### src/rtl/text_cursor_writer.sv
`default_nettype none
// ============================================================================
//  Module      : text_cursor_writer
//  Description : Converts a byte stream into character-plane writes on a
//                16x32 text grid. Printables are written at the cursor and
//                advance it. CR, LF and BS move the cursor. FF launches a
//                full-screen clear sweep that runs for 512 cycles.
//  Revision    : 1.0  initial release
// ============================================================================
module text_cursor_writer #(
    parameter logic [7:0] CLEAR_CHAR     = 8'h20,
    parameter bit         CLEAR_ON_RESET = 1'b1
) (
    input  logic       clk,
    input  logic       rst_n,
    input  logic [7:0] in_char,
    input  logic       in_valid,
    output logic       in_ready,
    output logic       wr_en,
    output logic [7:0] wr_character_id,
    output logic [3:0] wr_row,
    output logic [4:0] wr_column,
    output logic [3:0] cursor_row,
    output logic [4:0] cursor_column,
    output logic       busy
);

    localparam logic [7:0] C_CHAR_BS = 8'h08;
    localparam logic [7:0] C_CHAR_LF = 8'h0A;
    localparam logic [7:0] C_CHAR_FF = 8'h0C;
    localparam logic [7:0] C_CHAR_CR = 8'h0D;

    typedef enum logic [0:0] {
        ST_IDLE  = 1'b0,
        ST_CLEAR = 1'b1
    } state_t;

    state_t     state_q;
    logic       init_q;        // low only until the first edge after reset release
    logic [8:0] sweep_q;       // next grid cell the clear sweep will write
    logic [3:0] cur_row_q;
    logic [4:0] cur_col_q;
    logic       wr_en_q;
    logic [7:0] wr_id_q;
    logic [3:0] wr_row_q;
    logic [4:0] wr_col_q;
    logic       in_ready_q;
    logic       busy_q;

    logic       w_accept;
    logic       w_printable;
    logic       w_enter_clear;
    logic [4:0] w_col_inc;
    logic [3:0] w_row_inc;
    logic [4:0] w_col_dec;
    logic [3:0] w_row_dec;

    // in_ready_q is only ever high in IDLE, so it alone qualifies an accept
    assign w_accept      = in_valid & in_ready_q;
    assign w_printable   = (in_char >= 8'h20) && (in_char <= 8'h7E);
    assign w_enter_clear = (!init_q && CLEAR_ON_RESET) ||
                           (init_q && (state_q == ST_IDLE) && w_accept && (in_char == C_CHAR_FF));

    // Cursor arithmetic wraps naturally at the field widths
    assign w_col_inc = cur_col_q + 5'd1;
    assign w_row_inc = cur_row_q + 4'd1;
    assign w_col_dec = cur_col_q - 5'd1;
    assign w_row_dec = cur_row_q - 4'd1;

    // Main FSM: byte decoding, cursor tracking, clear sweep and registered outputs
    always_ff @(posedge clk or negedge rst_n) begin
        if (!rst_n) begin
            state_q    <= ST_IDLE;
            init_q     <= 1'b0;
            sweep_q    <= 9'd0;
            cur_row_q  <= 4'd0;
            cur_col_q  <= 5'd0;
            wr_en_q    <= 1'b0;
            wr_id_q    <= 8'd0;
            wr_row_q   <= 4'd0;
            wr_col_q   <= 5'd0;
            in_ready_q <= 1'b0;
            busy_q     <= 1'b0;
        end else begin
            init_q  <= 1'b1;
            wr_en_q <= 1'b0;
            if (w_enter_clear) begin
                // The entry edge already presents cell (0,0) so the sweep
                // occupies exactly 512 busy cycles
                state_q    <= ST_CLEAR;
                busy_q     <= 1'b1;
                in_ready_q <= 1'b0;
                wr_en_q    <= 1'b1;
                wr_id_q    <= CLEAR_CHAR;
                wr_row_q   <= 4'd0;
                wr_col_q   <= 5'd0;
                sweep_q    <= 9'd1;
            end else if (!init_q) begin
                state_q    <= ST_IDLE;
                in_ready_q <= 1'b1;
            end else begin
                case (state_q)
                    ST_CLEAR: begin
                        if (sweep_q == 9'd0) begin
                            // Counter wrapped: all 512 cells have been written
                            state_q    <= ST_IDLE;
                            busy_q     <= 1'b0;
                            in_ready_q <= 1'b1;
                            cur_row_q  <= 4'd0;
                            cur_col_q  <= 5'd0;
                        end else begin
                            wr_en_q  <= 1'b1;
                            wr_id_q  <= CLEAR_CHAR;
                            wr_row_q <= sweep_q[8:5];
                            wr_col_q <= sweep_q[4:0];
                            sweep_q  <= sweep_q + 9'd1;
                        end
                    end
                    default: begin
                        if (w_accept) begin
                            if (w_printable) begin
                                wr_en_q   <= 1'b1;
                                wr_id_q   <= in_char;
                                wr_row_q  <= cur_row_q;
                                wr_col_q  <= cur_col_q;
                                cur_col_q <= w_col_inc;
                                if (cur_col_q == 5'd31) begin
                                    cur_row_q <= w_row_inc;
                                end
                            end else if (in_char == C_CHAR_CR) begin
                                cur_col_q <= 5'd0;
                            end else if (in_char == C_CHAR_LF) begin
                                cur_col_q <= 5'd0;
                                cur_row_q <= w_row_inc;
                            end else if (in_char == C_CHAR_BS) begin
                                if (cur_col_q != 5'd0) begin
                                    cur_col_q <= w_col_dec;
                                    wr_en_q   <= 1'b1;
                                    wr_id_q   <= CLEAR_CHAR;
                                    wr_row_q  <= cur_row_q;
                                    wr_col_q  <= w_col_dec;
                                end else if (cur_row_q != 4'd0) begin
                                    cur_row_q <= w_row_dec;
                                    cur_col_q <= 5'd31;
                                    wr_en_q   <= 1'b1;
                                    wr_id_q   <= CLEAR_CHAR;
                                    wr_row_q  <= w_row_dec;
                                    wr_col_q  <= 5'd31;
                                end
                            end
                            // Any other byte is consumed without effect
                        end
                    end
                endcase
            end
        end
    end

    assign in_ready        = in_ready_q;
    assign busy            = busy_q;
    assign wr_en           = wr_en_q;
    assign wr_character_id = wr_id_q;
    assign wr_row          = wr_row_q;
    assign wr_column       = wr_col_q;
    assign cursor_row      = cur_row_q;
    assign cursor_column   = cur_col_q;

endmodule
`default_nettype wire

### config.mk
export PLATFORM = sky130hd
export DESIGN_NAME = text_cursor_writer
export DESIGN_NICKNAME = d
export VERILOG_FILES = /design/src/rtl/text_cursor_writer.sv
export SDC_FILE = /design/constraint.sdc
export NUM_CORES = 1
export LEC_CHECK = 0
export CORE_AREA = 2 2 69 71
export CTS_BUF_LIST = sky130_fd_sc_hd__clkbuf_4 sky130_fd_sc_hd__clkbuf_8
export DETAILED_ROUTE_END_ITERATION = 6
export DIE_AREA = 0 0 71 73
export PLACE_DENSITY = 0.81
export SYNTH_ARGS = -nofsm -noshare
export SYNTH_HDL_FRONTEND = slang
export SYNTH_SLANG_ARGS = --single-unit
### constraint.sdc
create_clock -name clk -period 3 [get_ports clk]
set_clock_uncertainty 0.15 [all_clocks]
set_input_delay 0.3 -clock clk [delete_from_list [all_inputs] [get_ports clk]]
set_output_delay 0.3 -clock clk [all_outputs]
set_load 0.02 [all_outputs]
==> results.sh, run 1 <==
export IMPL_p_leak_uw=0.001274
export IMPL_crit_type="reg2reg"
export IMPL_timing_slew_headroom_pct=41.04
export IMPL_synthTopCellsByArea="dfrtp_1, o21ai_0, ha_1, nor2_1, nand2_1"
export IMPL_cp_start_kind="register"
export IMPL_cts_root_buf="clkbuf_8"
export IMPL_yosys_area_top_type="dfrtp_1"
export IMPL_antenna_left=0
export IMPL_grt_pass1_wl_um=9942
export IMPL_cts_tree="done"
export IMPL_syn_area_per_cell_um2=9.274
export IMPL_cts_buffer_depth=2
export IMPL_dp_hpwl_um=4399
export IMPL_syn_num_nets=276
export IMPL_drt_pass1_iter_count=5
export IMPL_n_antenna_cell=0
export IMPL_initial_core_util_pct=52.55
export IMPL_fin_crit_ns=2.746
export IMPL_drtIter0Drc=264
export IMPL_drt_met1_wl_um=2714
export IMPL_netlist_top_cells_count="dfrtp_1, nor2_1, o21ai_0"
export IMPL_post_drt_via_cell_ratio=6.229
export IMPL_fin_crit_sh_pct=91.54
export IMPL_wl_met3_um=421
export IMPL_violations="negative hold slack"
export IMPL_ctsHoldBuffers=0
export IMPL_die_h_um=73
export IMPL_finalHoldViolations=40
export IMPL_highest_layer="met4"
export IMPL_num_rows=25
export IMPL_grt_max_degree=41
export IMPL_cts_resized_gates=0
export IMPL_grt_util_all_layers_pct=24.33
export IMPL_tightestPinTransition_ns=0.8844
export IMPL_synth_warnings=0
export IMPL_worst_ir_drop_vdd_v=0.0004704
export IMPL_route_detailed_drc=0
export IMPL_timing_fmax_mhz=364.1
export IMPL_ios=40
export IMPL_synth_edff_count=0
export IMPL_grt_pass1_vias=2028
export IMPL_nNetsFinal=323
export IMPL_finalWirelength_um=6094
export IMPL_wl_met2_um=2801
export IMPL_die_w_um=71
export IMPL_ys_seq_area_share_pct=41.99
export IMPL_cts_htree_levels=2
export IMPL_crit_arrival_ns=2.78
export IMPL_cellPowerDensity_nw_per_um2=817.5
export IMPL_drive_above_1_share_pct=10.53
export IMPL_cp_end_kind="register"
export IMPL_placed_area_um2=2884
export IMPL_clk_latency_ns=0.29
export IMPL_vias=2230
export IMPL_yosys_area_top_type_share_pct=41.99
export IMPL_areaGrowthSynthToFinish_pct=24.41
export IMPL_async_reset_ff_share_pct=100.0
export IMPL_status="finished with violations"
export IMPL_final_max_slew_violation_count=0
export IMPL_gp_congestion=0.9286
export IMPL_rsz0062_at_grt="no"
export IMPL_coreArea_um2=4536
export IMPL_fin_setup_tns_ns=0
export IMPL_drv_cap=0
export IMPL_io_buffers=39
export IMPL_fin_area_um2=2965
export IMPL_ys_ff_latch=40
export IMPL_hold_class="in2async"
export IMPL_overflow=0
export IMPL_hold_ws_ns=-0.02582
export IMPL_ys_flop_type="dfrtp_1"
export IMPL_synth_cell_types=59
export IMPL_routedWlPerCell_um=17.02
export IMPL_netlist_area_um2=2384
export IMPL_final_setup_worst_slack_ns=0.2538
export IMPL_setup_violations=0
export IMPL_clkSinkCount=40
export IMPL_die_area_um2=5183
export IMPL_critical_path_max_fanout=8
export IMPL_required_ns=3.03
export IMPL_yosysMostFrequentCell="dfrtp_1"
export IMPL_synth_cells=257
export IMPL_place_ws_ns=0.2040
export IMPL_post_cts_buffers=0
export IMPL_cts_buffers=5
export IMPL_clk_pin_slew_ns=0.08
export IMPL_antenna_found_initial=0
## placed cells by master, fill, tap and decap left out, types with 5 or more instances in the layout
cell type        Yosys  routed
clkdlybuf4s50_1      0      38
o21ai_0             21      21
ha_1                 8       8
nand3_1              9       9
xnor2_1              5       5
a22o_1               6       6
clkbuf_8             0       5
nand2_1             20      20
and3_1               6       6
a21oi_1             14      14
inv_1               12      12
buf_4                0      12
nor2_1              26      26
nor3_1               8       8
xor2_1               6       6
dfrtp_1             40      40
## per-layer routing
metal	up-vias	global-route usage [%]
met5	-	0
met4	0	8.386
met3	21	6.077
met2	115	38.53
met1	1058	32.75
li1	1036	-
## report_power, final
group | total, uW | switching, uW | internal, uW
Sequential | 793 | 146 | 647
Combinational | 1280 | 732 | 551
Clock | 347 | 190 | 158
## sequential cells by signal, indices dropped and copies added, names as in the netlist
name             cells
wr_en                1
sweep_q              9
init_q               1
wr_character_id      8
cursor_column        5
in_ready             1
wr_column            5
cursor_row           4
wr_row               4
state_q              1
busy                 1
## critical path: stages, from the launching register on
cell and delay (ns):
dfrtp_1 0.47, inv_1 0.09, ha_1 0.25, or4b_2 0.69
o21bai_1 0.17, a311o_1 0.24, o211ai_4 0.13, and2_0 0.17
a311o_1 0.27
## path summary, 6_finish.rpt
check / startpoint / end / slack (ns) / cells after the start
hold reg to reg: wr_character_id[7]$_DFFE_PN0P_ / wr_character_id[7]$_DFFE_PN0P_ / 0.33 / 1
hold / removal: rst_n / cursor_row[3]$_DFFE_PN0P_ / -0.03 / 1
max in group asynchronous: rst_n / wr_column[4]$_DFFE_PN0P_ / 2.17 / 1
setup reg to reg: cursor_column[1]$_DFFE_PN0P_ / cursor_row[2]$_DFFE_PN0P_ / 0.25 / 8
setup / recovery: cursor_column[1]$_DFFE_PN0P_ / cursor_row[2]$_DFFE_PN0P_ / 0.25 / 8
min in group clk: wr_character_id[7]$_DFFE_PN0P_ / wr_character_id[7]$_DFFE_PN0P_ / 0.33 / 1
## logic make-up after synthesis
family          count (synthesis)  synth area share, %
compound gates                 76                23.62
fa+ha+maj                       8                4.200
mux                             4                1.785
other cells                     1               0.1573
simple gates                   94                20.52
buf+inv                        23                3.674
xor+xnor                       11                4.042
flops                          40                41.99
## final cells by class
| class | instances | area (um2) |
|---|---|---|
| inverter | 12 | 45.04 |
| clock buffer | 5 | 68.82 |
| fill | 370 | 1570 |
| timing repair buffer | 51 | 475.5 |
| clock inverter | 2 | 12.51 |
| tap | 54 | 67.56 |
| multi-input combinational | 194 | 1295 |
| sequential | 40 | 1001 |
## through the flow
stage	utilization [%]	hold slack, ns	power (uW)	cells
floorplan	-	-0.1456	1589	257
global placement	63.59	0.3153	2042	351
detailed placement	63.59	0.3198	2061	351
CTS	65.38	0.003842	2418	358
global route	65.38	0.04205	2580	358
finish	65.38	-0.02582	2424	358
No activity file was read; power rests on OpenSTA's default activity.
==> run 2: changes to the inputs <==
- CORE_AREA: 2 2 69 71 -> 2 2 71 73
- CTS_BUF_LIST: sky130_fd_sc_hd__clkbuf_4 sky130_fd_sc_hd__clkbuf_8 -> unset
- DIE_AREA: 0 0 71 73 -> 0 0 73 75
- PLACE_DENSITY: 0.81 -> 0.77
==> run 2 against run 1 <==
  * The flow still finishes with violations (negative hold slack)
  * Clock power rose by 35%
  * Sequential power fell by 0.9%
  * Cell count rose by 0.84%
  * Worst hold slack got worse by 0.0066 ns
  * Combinational power barely moved
  * Via count fell by 1.7%
  * Flip-flop and latch count did not move
  * Largest cell class unchanged
  * First-iteration DRC count rose by 5.7%
  * Routed wire length rose by 3.1%
==> results.sh, run 2 (synthesis gave the netlist of run 1 again) <==
export IMPL_status="finished with violations"
export IMPL_violations="negative hold slack"
export IMPL_dp_hpwl_um=4515
export IMPL_crit_end="cursor_row[2]$_DFFE_PN0P_"
export IMPL_place_ws_ns=0.2114
export IMPL_overflow=0
export IMPL_r2r_start="cursor_column[0]$_DFFE_PN0P_"
export IMPL_die_area_um2=5475
export IMPL_cts_tree="done"
export IMPL_die_w_um=73
export IMPL_final_max_slew_violation_count=0
export IMPL_r2r_slack_ns=0.31
export IMPL_largest_reg_flops=9
export IMPL_regMostFlops="sweep_q"
export IMPL_setup_violations=0
export IMPL_rsz0062_at_grt="no"
export IMPL_drtIter0Drc=279
export IMPL_initial_core_util_pct=51.14
export IMPL_dp_cells=353
export IMPL_grt_util_all_layers_pct=24.19
export IMPL_fin_area_um2=3020
export IMPL_crit_start="cursor_column[0]$_DFFE_PN0P_"
export IMPL_cp_start_kind="register"
export IMPL_grt_max_degree=41
export IMPL_critPathMostFrequentCell="a311o_1"
export IMPL_drive_above_1_share_pct=11.40
export IMPL_n_antenna_cell=0
export IMPL_vias=2191
export IMPL_final_cells=361
export IMPL_crit_arrival_ns=2.73
export IMPL_fin_crit_ns=2.694
export IMPL_placed_area_um2=2899
export IMPL_rr_worst_depth=8
export IMPL_fin_crit_sh_pct=89.80
export IMPL_num_rows=25
export IMPL_routedWlPerCell_um=17.41
export IMPL_die_h_um=75
export IMPL_cts_resized_gates=0
export IMPL_drv_cap=0
export IMPL_clk_latency_ns=0.30
export IMPL_final_cell_mix="dfrtp_1, clkdlybuf4s50_1, nor2_1"
export IMPL_cts_htree_levels=2
export IMPL_timing_slew_headroom_pct=40.71
export IMPL_cts_buffer_depth=2
export IMPL_areaGrowthSynthToFinish_pct=26.72
export IMPL_clk_pin_slew_ns=0.08
export IMPL_r2r_end="cursor_row[2]$_DFFE_PN0P_"
export IMPL_worst_ir_drop_vdd_v=0.0005014
export IMPL_grt_pass1_wl_um=10110
export IMPL_finalWirelength_um=6285
export IMPL_drt_pass1_iter_count=4
export IMPL_hold_ws_ns=-0.03241
export IMPL_ios=40
export IMPL_final_common_cell="dfrtp_1"
export IMPL_path_buf_inv=1
export IMPL_io_buffers=39
export IMPL_timing_fmax_mhz=371.2
export IMPL_nNetsFinal=325
export IMPL_fin_setup_tns_ns=0
export IMPL_clkSinkCount=40
export IMPL_post_cts_buffers=0
export IMPL_gp_congestion=0.9727
export IMPL_route_detailed_drc=0
export IMPL_cp_cell_sequence="inv_1, ha_1, or4b_2, o21bai_1, a311o_1, o211ai_4, and2_0, a311o_1"
export IMPL_cts_buffers=5
export IMPL_crit_type="reg2reg"
export IMPL_hold_class="in2async"
export IMPL_antenna_found_initial=0
export IMPL_tightestPinTransition_ns=0.8894
export IMPL_nFillCells=407
export IMPL_antenna_left=0
export IMPL_finalHoldViolations=40
export IMPL_slowest_delay_ns=0.69
export IMPL_cp_depth=8
export IMPL_grt_pass1_vias=2018
export IMPL_cp_end_kind="register"
export IMPL_cellPowerDensity_nw_per_um2=848.5
export IMPL_p_leak_uw=0.001307
export IMPL_critPathSlowestCell="or4b_2"
export IMPL_cts_root_buf="clkbuf_8"
export IMPL_ctsHoldBuffers=0
export IMPL_coreArea_um2=4661
export IMPL_critical_path_max_fanout=8
export IMPL_final_setup_worst_slack_ns=0.3060
export IMPL_cp_top_family="simple AND/OR/NAND/NOR gates"
export IMPL_finalPower_uw=2563
export IMPL_post_drt_via_cell_ratio=6.069
export IMPL_required_ns=3.04
-- run 2: cell types whose count changed in the layout (fill, tap and decap cells not counted), sizes merged --
cell      previous run  this run
buf                 13        15
bufinv               0         1
clkbuf               5         6
clkinvlp             1         0
-- run 2: where the power goes --
group,switching [uW],internal [uW]
sequential,139,647
clock,196,272
combinational,752,556
-- run 2: final cells by class --
cell class              instances  area, um2  share of cell area (%)
multi-input cells             194       1295                   42.87
flip-flops and latches         40       1001                   33.14
repair buffers                 53      490.5                   16.24
clock buffers                   6      82.58                   2.734
well taps                      54      67.56                   2.237
inverters                      12      45.04                   1.491
clock inverters                 2      38.79                   1.284
-- run 2: stage by stage --
step           utilization (%)  hold slack, ns
3_5_place_dp             62.20          0.3198
5_1_grt                  64.81         0.05016
4_1_cts                  64.81        0.005083
3_3_place_gp             62.20          0.3140
6_report                 64.81        -0.03241
2_1_floorplan                -         -0.1456
-- run 2: metal layers --
layer | vias up | wire [um] | track usage, %
met5 | - | 0 | 0
met4 | 0 | 104 | 7.613
met3 | 13 | 386 | 3.882
met2 | 85 | 2872 | 38.04
met1 | 1053 | 2922 | 34.47
li1 | 1040 | - | -
-- run 2: worst min path at each step --
stage	start	end
after floorplan	rst_n	busy$_DFFE_PN0P_
after global placement	rst_n	cursor_row[1]$_DFFE_PN0P_
after detailed placement	rst_n	cursor_row[1]$_DFFE_PN0P_
after CTS	rst_n	wr_column[1]$_DFFE_PN0P_
after global routing	rst_n	sweep_q[4]$_DFFE_PN0P_
final	rst_n	cursor_row[0]$_DFFE_PN0P_
==> run 3: changes to the inputs <==
- CTS_CLUSTER_DIAMETER: unset -> 100
==> results of run 3 <==
Same layout as run 2: the final DEF is identical, and so are final timing and power.
